$ cat src/rtl/module_return_task_sched.sv
// Round-robin scheduler sharing one increment-with-early-return unit between NUM_REQ requesters.
// A three-state FSM (IDLE/RUN/DONE) iterates f(v) per job and returns the result on a valid/ready port.
module module_return_task_sched #(
    parameter int NUM_REQ   = 4,
    parameter int WIDTH     = 8,
    parameter int THRESH    = 10,
    parameter int MAX_STEPS = 4,
    parameter int SW        = $clog2(MAX_STEPS + 1),
    parameter int IDW       = (NUM_REQ > 1) ? $clog2(NUM_REQ) : 1
) (
    input  logic                     clk,
    input  logic                     rst_n,
    input  logic [NUM_REQ-1:0]       req_valid,
    output logic [NUM_REQ-1:0]       req_ready,
    input  logic [NUM_REQ*WIDTH-1:0] req_data,
    input  logic [NUM_REQ*SW-1:0]    req_steps,
    output logic                     out_valid,
    input  logic                     out_ready,
    output logic [WIDTH-1:0]         out_data,
    output logic [IDW-1:0]           out_id,
    output logic                     out_early,
    output logic                     busy
);

    typedef enum logic [1:0] {IDLE, RUN, DONE} state_t;

    localparam logic [WIDTH:0]  THRESH_W = (WIDTH+1)'(THRESH);
    localparam logic [SW-1:0]   MAX_S    = SW'(MAX_STEPS);
    localparam logic [IDW-1:0]  PTR_INIT = IDW'(NUM_REQ - 1);

    state_t             state, state_nxt;
    logic [IDW-1:0]     rr_ptr;
    logic [WIDTH-1:0]   acc;
    logic [SW-1:0]      cnt;
    logic [SW-1:0]      steps;
    logic [IDW-1:0]     id;
    logic               early;

    logic [WIDTH-1:0]   data_arr  [NUM_REQ];
    logic [SW-1:0]      steps_arr [NUM_REQ];
    logic               grant_vld;
    logic [IDW-1:0]     grant_idx;
    logic [IDW-1:0]     cand;
    logic [SW-1:0]      sel_steps;
    logic [SW-1:0]      cnt_inc;
    logic [WIDTH:0]     step_res;
    logic               fired;

    // One f evaluation; MSB flags the clamp. The sum is WIDTH+1 bits wide so v=max never wraps.
    function automatic logic [WIDTH:0] f_step(input logic [WIDTH-1:0] v);
        logic [WIDTH:0] t;
        t = {1'b0, v} + {{WIDTH{1'b0}}, 1'b1};
        if (t > THRESH_W)
            return {1'b1, {WIDTH{1'b0}}};
        else
            return {1'b0, t[WIDTH-1:0]};
    endfunction

    function automatic logic [SW-1:0] clamp_steps(input logic [SW-1:0] s);
        return (s > MAX_S) ? MAX_S : s;
    endfunction

    for (genvar i = 0; i < NUM_REQ; i++) begin : g_unpack
        assign data_arr[i]  = req_data[i*WIDTH +: WIDTH];
        assign steps_arr[i] = req_steps[i*SW +: SW];
    end

    // Search starts just above the last-served requester, so it becomes lowest priority.
    always_comb begin
        grant_vld = 1'b0;
        grant_idx = '0;
        cand      = '0;
        for (int off = 1; off <= NUM_REQ; off++) begin
            cand = IDW'((int'(rr_ptr) + off) % NUM_REQ);
            if (!grant_vld && req_valid[cand]) begin
                grant_vld = 1'b1;
                grant_idx = cand;
            end
        end
    end

    assign sel_steps = clamp_steps(steps_arr[grant_idx]);
    assign step_res  = f_step(acc);
    assign fired     = step_res[WIDTH];
    assign cnt_inc   = cnt + SW'(1);

    always_ff @(posedge clk or negedge rst_n) begin
        if (!rst_n)
            state <= IDLE;
        else
            state <= state_nxt;
    end

    always_comb begin
        state_nxt = state;
        case (state)
            IDLE: if (grant_vld) state_nxt = (sel_steps == '0) ? DONE : RUN;
            RUN:  if (fired || (cnt_inc == steps)) state_nxt = DONE;
            DONE: if (out_ready) state_nxt = IDLE;
            default: state_nxt = IDLE;
        endcase
    end

    always_comb begin
        req_ready = '0;
        if (state == IDLE && grant_vld)
            req_ready[grant_idx] = 1'b1;
        out_valid = (state == DONE);
        busy      = (state != IDLE);
    end

    assign out_data  = acc;
    assign out_id    = id;
    assign out_early = early;

    // Job registers are reset too: they drive the result port directly.
    always_ff @(posedge clk or negedge rst_n) begin
        if (!rst_n) begin
            rr_ptr <= PTR_INIT;
            acc    <= '0;
            cnt    <= '0;
            steps  <= '0;
            id     <= '0;
            early  <= 1'b0;
        end else begin
            case (state)
                IDLE: if (grant_vld) begin
                    acc   <= data_arr[grant_idx];
                    cnt   <= '0;
                    steps <= sel_steps;
                    id    <= grant_idx;
                    early <= 1'b0;
                end
                RUN: begin
                    acc <= step_res[WIDTH-1:0];
                    if (fired)
                        early <= 1'b1;
                    else
                        cnt <= cnt_inc;
                end
                DONE: if (out_ready) rr_ptr <= id;
                default: ;
            endcase
        end
    end

endmodule

$ cat config.mk
export PLATFORM = sky130hd
export DESIGN_NAME = module_return_task_sched
export DESIGN_NICKNAME = d
export VERILOG_FILES = /design/src/rtl/module_return_task_sched.sv
export SDC_FILE = /design/constraint.sdc
export NUM_CORES = 1
export LEC_CHECK = 0
export ABC_AREA = 1
export BUFFER_PORTS_ARGS = -buffer_cell sky130_fd_sc_hd__buf_2
export CORE_MARGIN = 3
export CORE_UTILIZATION = 45
export DETAILED_ROUTE_END_ITERATION = 12
export GPL_TIMING_DRIVEN = 0
export PLACE_DENSITY = 0.74
export SKIP_LAST_GASP = 1
export SYNTH_ARGS = -nofsm -noshare
export SYNTH_HDL_FRONTEND = slang
export SYNTH_SLANG_ARGS = --single-unit
$ cat constraint.sdc
create_clock -name clk -period 4.95 [get_ports clk]
set_clock_uncertainty 0.05 [all_clocks]
set_input_delay 0.2475 -clock clk [delete_from_list [all_inputs] [get_ports clk]]
set_output_delay 0.2475 -clock clk [all_outputs]
set_load 0.01 [all_outputs]
Word-level counts from Yosys, hierarchy flattened
Cells that the tools add are included.
- register bits: 21
- input bits: 51
- $add $sub $neg: 6
- order comparisons: 9
- equal/unequal tests: 8
- muxes and demuxes: 40
- bitwise logic cells: 1
- reductions and logical operators: 19
- operators by type and width (operator ; count):
    8-bit 2-to-1 mux ; 3
    8-bit binary-select mux with 2-bit select ; 1
    2-bit 2-to-1 mux ; 8
    8-bit case mux with 2 select lines ; 1
    2-bit by 3-bit < comparator with 1-bit output, second input constant ; 5
    3-bit 2-to-1 mux ; 5
    1-bit 2-to-1 mux ; 11
    8-bit by 1-bit adder with 9-bit output, second input constant ; 1
    9-bit by 4-bit > comparator with 1-bit output, second input constant ; 1
    9-bit 2-to-1 mux ; 1
    3-bit AND reduction ; 3
    1-bit binary-select mux with 2-bit select ; 4
    2-bit inequality test, second input constant ; 4
    3-bit binary-select mux with 2-bit select ; 1
    2-bit case mux with 3 select lines ; 1
    3-bit case mux with 2 select lines ; 1
    2-bit AND reduction ; 3
    1-bit logical AND ; 5
    2-bit by 1-bit adder with 2-bit output, second input constant ; 2
    2-bit adder, second input constant ; 2
    4-bit 2-to-1 mux ; 1
    2-bit nonzero test ; 2
    3-bit by 1-bit adder with 3-bit output, second input constant ; 1
    3-bit equality test ; 1
    13 further kinds ; 15

Longest topological paths before layout
- depth after elaboration: 23
- mapped depth: 17
- mapped depth without buffers: 15

Worst setup path before layout
OpenSTA, ideal clock, no wires.
- kind: register to output
- from: register rr_ptr[1]
- to: output req_ready[3]
- arrival time: 1766 ps
- data required time: 4653 ps
- slack: 2887 ps
- stages on the path, launching flop included: 13
- path buffers: 2
- cell sequence: dfstp_2 buf_4 inv_2 nand2_1 nand2_1 nand2_1 nand2_2 inv_1 nand2_1 nand2_1 nand3_4 buf_2 nor3_1
- word-level cells in the longest chain between the ends: 18
- elaborated cells on any way between the ends: 33
- those cells by class: add/sub: 4; order compare: 2; mux: 19; reduce/logical: 8
- ends and longest elaborated chain (item ; line ; source):
    start, declared ; 32 ; logic [IDW-1:0] rr_ptr;
    start signal, assigned ; 141 ; DONE: if (out_ready) rr_ptr <= id;
    2-bit by 1-bit adder with 2-bit output ; 74 ; cand = IDW'((int'(rr_ptr) + off) % NUM_REQ);
    1-bit binary-select mux with 2-bit select ; 75 ; if (!grant_vld && req_valid[cand]) begin
    1-bit 2-to-1 mux (not written as such) ; 75 ;
    1-bit 2-to-1 mux ; 75 ;
    1-bit zero test ; 75 ;
    1-bit logical AND ; 75 ;
    1-bit 2-to-1 mux ; 75 ;
    1-bit zero test ; 75 ;
    [2 not listed] ; n/a ;
    1-bit zero test ; 75 ;
    1-bit logical AND ; 75 ;
    2-bit 2-to-1 mux ; 75 ;
    2-bit by 3-bit < comparator with 1-bit output (not written as such) / 2-bit by 1-bit >= comparator with 1-bit output (equally long branches) ; 107 ; req_ready[grant_idx] = 1'b1;
    1-bit logical AND (not written as such) ; 107 ;
    1-bit 2-to-1 mux (not written as such) ; 107 ;
    1-bit demux with 2-bit select ; 107 ;
    4-bit 2-to-1 mux (*) ; 106 ; if (state == IDLE && grant_vld)
    end, declared ; 14 ; output logic [NUM_REQ-1:0] req_ready,
Mark *: on every way between the ends. The rest lies on a longest branch, timed or not. The select of a mux whose other input is x is not followed.

Worst setup path in the final report
- from: register rr_ptr[1]
- to: output req_ready[2]
The elaborated chain is that of the path after synthesis.

==> summary.md <==
| Metric | Value |
|---|---|
| Yosys top cell area share | 0.267 |
| Asr flop ratio synth | 1.00 |
| Hold Path Class | in -> reg |
| Cell repeated most along the worst path | nand2_1 |
| Peak supply drop | roughly 520 µV |
| Syn_nets | ~320 |
| Yosys warnings | 0 |
| Diode count | 0 |
| Vias | between 1500 and 2000 |
| Sink Count | 21 |
| CP Cell Sequence | buf_4, inv_2, nand2_1, nand2_1, nand2_1, nand2_2, nor2_4, nand3_4, nand2_2, inv_1, buf_4, nand2_1, nor2_1, buf_2 |
| Mapped Cells | approximately 260 |
| Max incr delay on CP | 520 ps |
| Die X | 68.9 µm |
| Dpl hpwl | 3590 µm |
| Worst rel slew slack | 0.693 |
| RePlAce Congestion | a little under 0.9 |
| CTS tree | built |
| Endpoints failing hold | 0 |
| Full die area | about 4700 µm² |
| Sequential cell area fraction in the yosys report | 0.297 |
| Longest Clk Path Bufs | 2 |
| Post-synth top cells | nand2_1 (89), nand3_1 (43), inv_1 (21) |
| Gr usage total | 0.199 |
| Iteration-0 DRC count of the detailed router | approximately 120 |
| Reg2Reg Depth | 17 |
| Final Max Tran Viols | 0 |
| Pre-CTS WS | roughly 2600 ps |
| Max_cap viols | 0 |
| WP data required | between 4000 and 5000 ps |
| Largest net degree at the start of global routing | 22 |
| Post-route ant nets | 0 |
| Grt ovf | 0 |
| RSZ-0062 raised after global routing | no |
| Die Y | between 60 and 70 µm |
| Initial Util | 0.476 |
| PnR Total Power | 1940 µW |
| Count leader, synth | nand2_1 |
| EDFF count, synth | 0 |
| Placed instance area | between 2000 and 2500 µm² |
| Synth top area cells | dfrtp_1 (27%), nand2_1 (19%), nand3_1 (12%) |
| Mean routed wirelength per cell | about 12 µm |
| CTS root buf | clkbuf_8 |
| Leak | ~0.0012 µW |
| R2r endpoint | state[0] |
| Flops & latches, synth | 21 |
| IO Pins | 68 |
| Status | complete, no violations |
| Worst-margin pin slew | 460 ps |
| # DRC | 0 |
| Core ar. | about 3700 µm² |
| Crit Path Max Fanout | 10 |
| WS Path Type | reg -> out |
| Worst reg2reg setup slack | approximately 2800 ps |
| Insertion delay to the later sink of the worst-skew pair | between 200 and 300 ps |
| # rows | 22 |
| P per Cell Area | slightly below 900 nW/µm² |
| R2r startpoint | rr_ptr[1] |
| Crit path DAT | ~2300 ps |
| Syn Area/Cell | ~6.8 µm² |
| Period utilisation layout | 0.527 |
| Critical path endpoint category | primary output |
| Nets@finish | 390 |
| Endpoints failing setup | 0 |
| Initial antenna violation count | 0 |
| Synth Flop Type | dfrtp_1 |
| CP Capture Point | req_ready[2] |
| Clk slew on worst S/H paths | 70 ps |
| Minimum clock period | about 2600 ps |
| Area delta synth->final | 25.3% |
| Final worst setup slack | roughly 2300 ps |
| Critical Path Source | rr_ptr[1] |
| First-pass GRT wire length | roughly 7300 µm |
| Vias in the first global route | about 1600 |
| Yosys top cell by area | dfrtp_1 |
| Final wirelength | 4420 µm |
| Synth cell types | 33 |
| Fmax achieved | around 380 MHz |
| Post_cts resized | 0 |
| WHS | ~230 ps |
| Slowest CP cell | dfstp_2 |
| Setup TNS | 0 ps |
| Post-CTS Setup Inserts | 0 |
| Crit start category | flip-flop |
| Htree depth | 1 |
| 1st-pass router iterations | 4 |
| Number of I/O port buffers | 67 |
| Number of CTS-inserted buffers | 3 |
| Layout cell share with drive strength beyond 1 | 0.331 |
| Post-Syn Area | 1780 µm² |
| Final instance area | roughly 2200 µm² |
| DR vias/cell | around 5 |
## metrics by stage
| stage | cells | util |
|---|---|---|
| finish | 383 | 0.596 |
| global route | 383 | 0.596 |
| CTS | 383 | 0.596 |
| detailed placement | 378 | 0.581 |
| global placement | 378 | 0.581 |
| floorplan | 263 | - |
## critical path: cells and delay by family (launching register included)
kind | cells | cell delay [ps]
AND/OR/NAND/NOR | 9 | 850
flip-flops | 1 | 520
buffers and inverters | 5 | 670
## kinds of logic (layout without fill, tap and decap cells)
| family | count (synthesis) | in the layout | share of synthesized area |
|---|---|---|---|
| simple gates | 172 | 172 | 0.456 |
| buf+inv | 33 | 105 | 0.0935 |
| compound gates | 28 | 28 | 0.103 |
| flops | 21 | 21 | 0.297 |
| xor+xnor | 6 | 6 | 0.0295 |
| fa+ha+maj | 3 | 3 | 0.0211 |
## worst min-delay path by stage
stage                      to  cells past startpoint      start  slack (ps)
detailed placement     cnt[2]                      1      rst_n         180
finish              rr_ptr[0]                      3  out_ready         230
CTS                 rr_ptr[0]                      3  out_ready         230
global route        rr_ptr[0]                      3  out_ready         290
global placement     state[0]                      1      rst_n         180
floorplan              cnt[0]                      0      rst_n        -100
## timing repair
action / in CTS / in global routing
setup endpoints to repair: 0 / 0
endpoints found under the hold margin: 19 / 0
hold buffers: 1 / 0
## layer usage
layer,GRT usage,share of wire
met1,0.289,0.47
met2,0.318,0.48
met3,0.0194,0.044
met4,0.0438,0.0063
met5,0,0
## sequential cells by signal, summed over array words and instances, names as in the netlist
register,cells
out_data,8
cnt,3
steps,3
out_id,2
rr_ptr,2
state,2
out_early,1
## cells in the final DEF, fill, tap and decap left out, drive strengths merged, types with 2 or more instances in the layout
master	instances
dfrtp	19
dfstp	2
xnor2	4
nand3	49
o211ai	4
clkbuf	4
a21oi	6
ha	3
nor2	12
nor3	4
xor2	2
o31ai	2
nand2	105
o21ai	12
inv	25
buf	75
## where the power goes
part | internal [µW] | switching [µW]
combinational | 572 | 939
sequential | 259 | 61.2
clock | 57.3 | 54.1
total | 888 | 1050
## cell type report
class / count / area, µm²
fillers: 388 / 1510
multi-input cells: 209 / 1090
flip-flops and latches: 21 / 528
repair buffers: 68 / 345
inverters: 25 / 93.8
plain buffers: 8 / 72.6
well taps: 48 / 60.1
clock buffers: 4 / 45.0
Power figures use the tool's default switching activity.
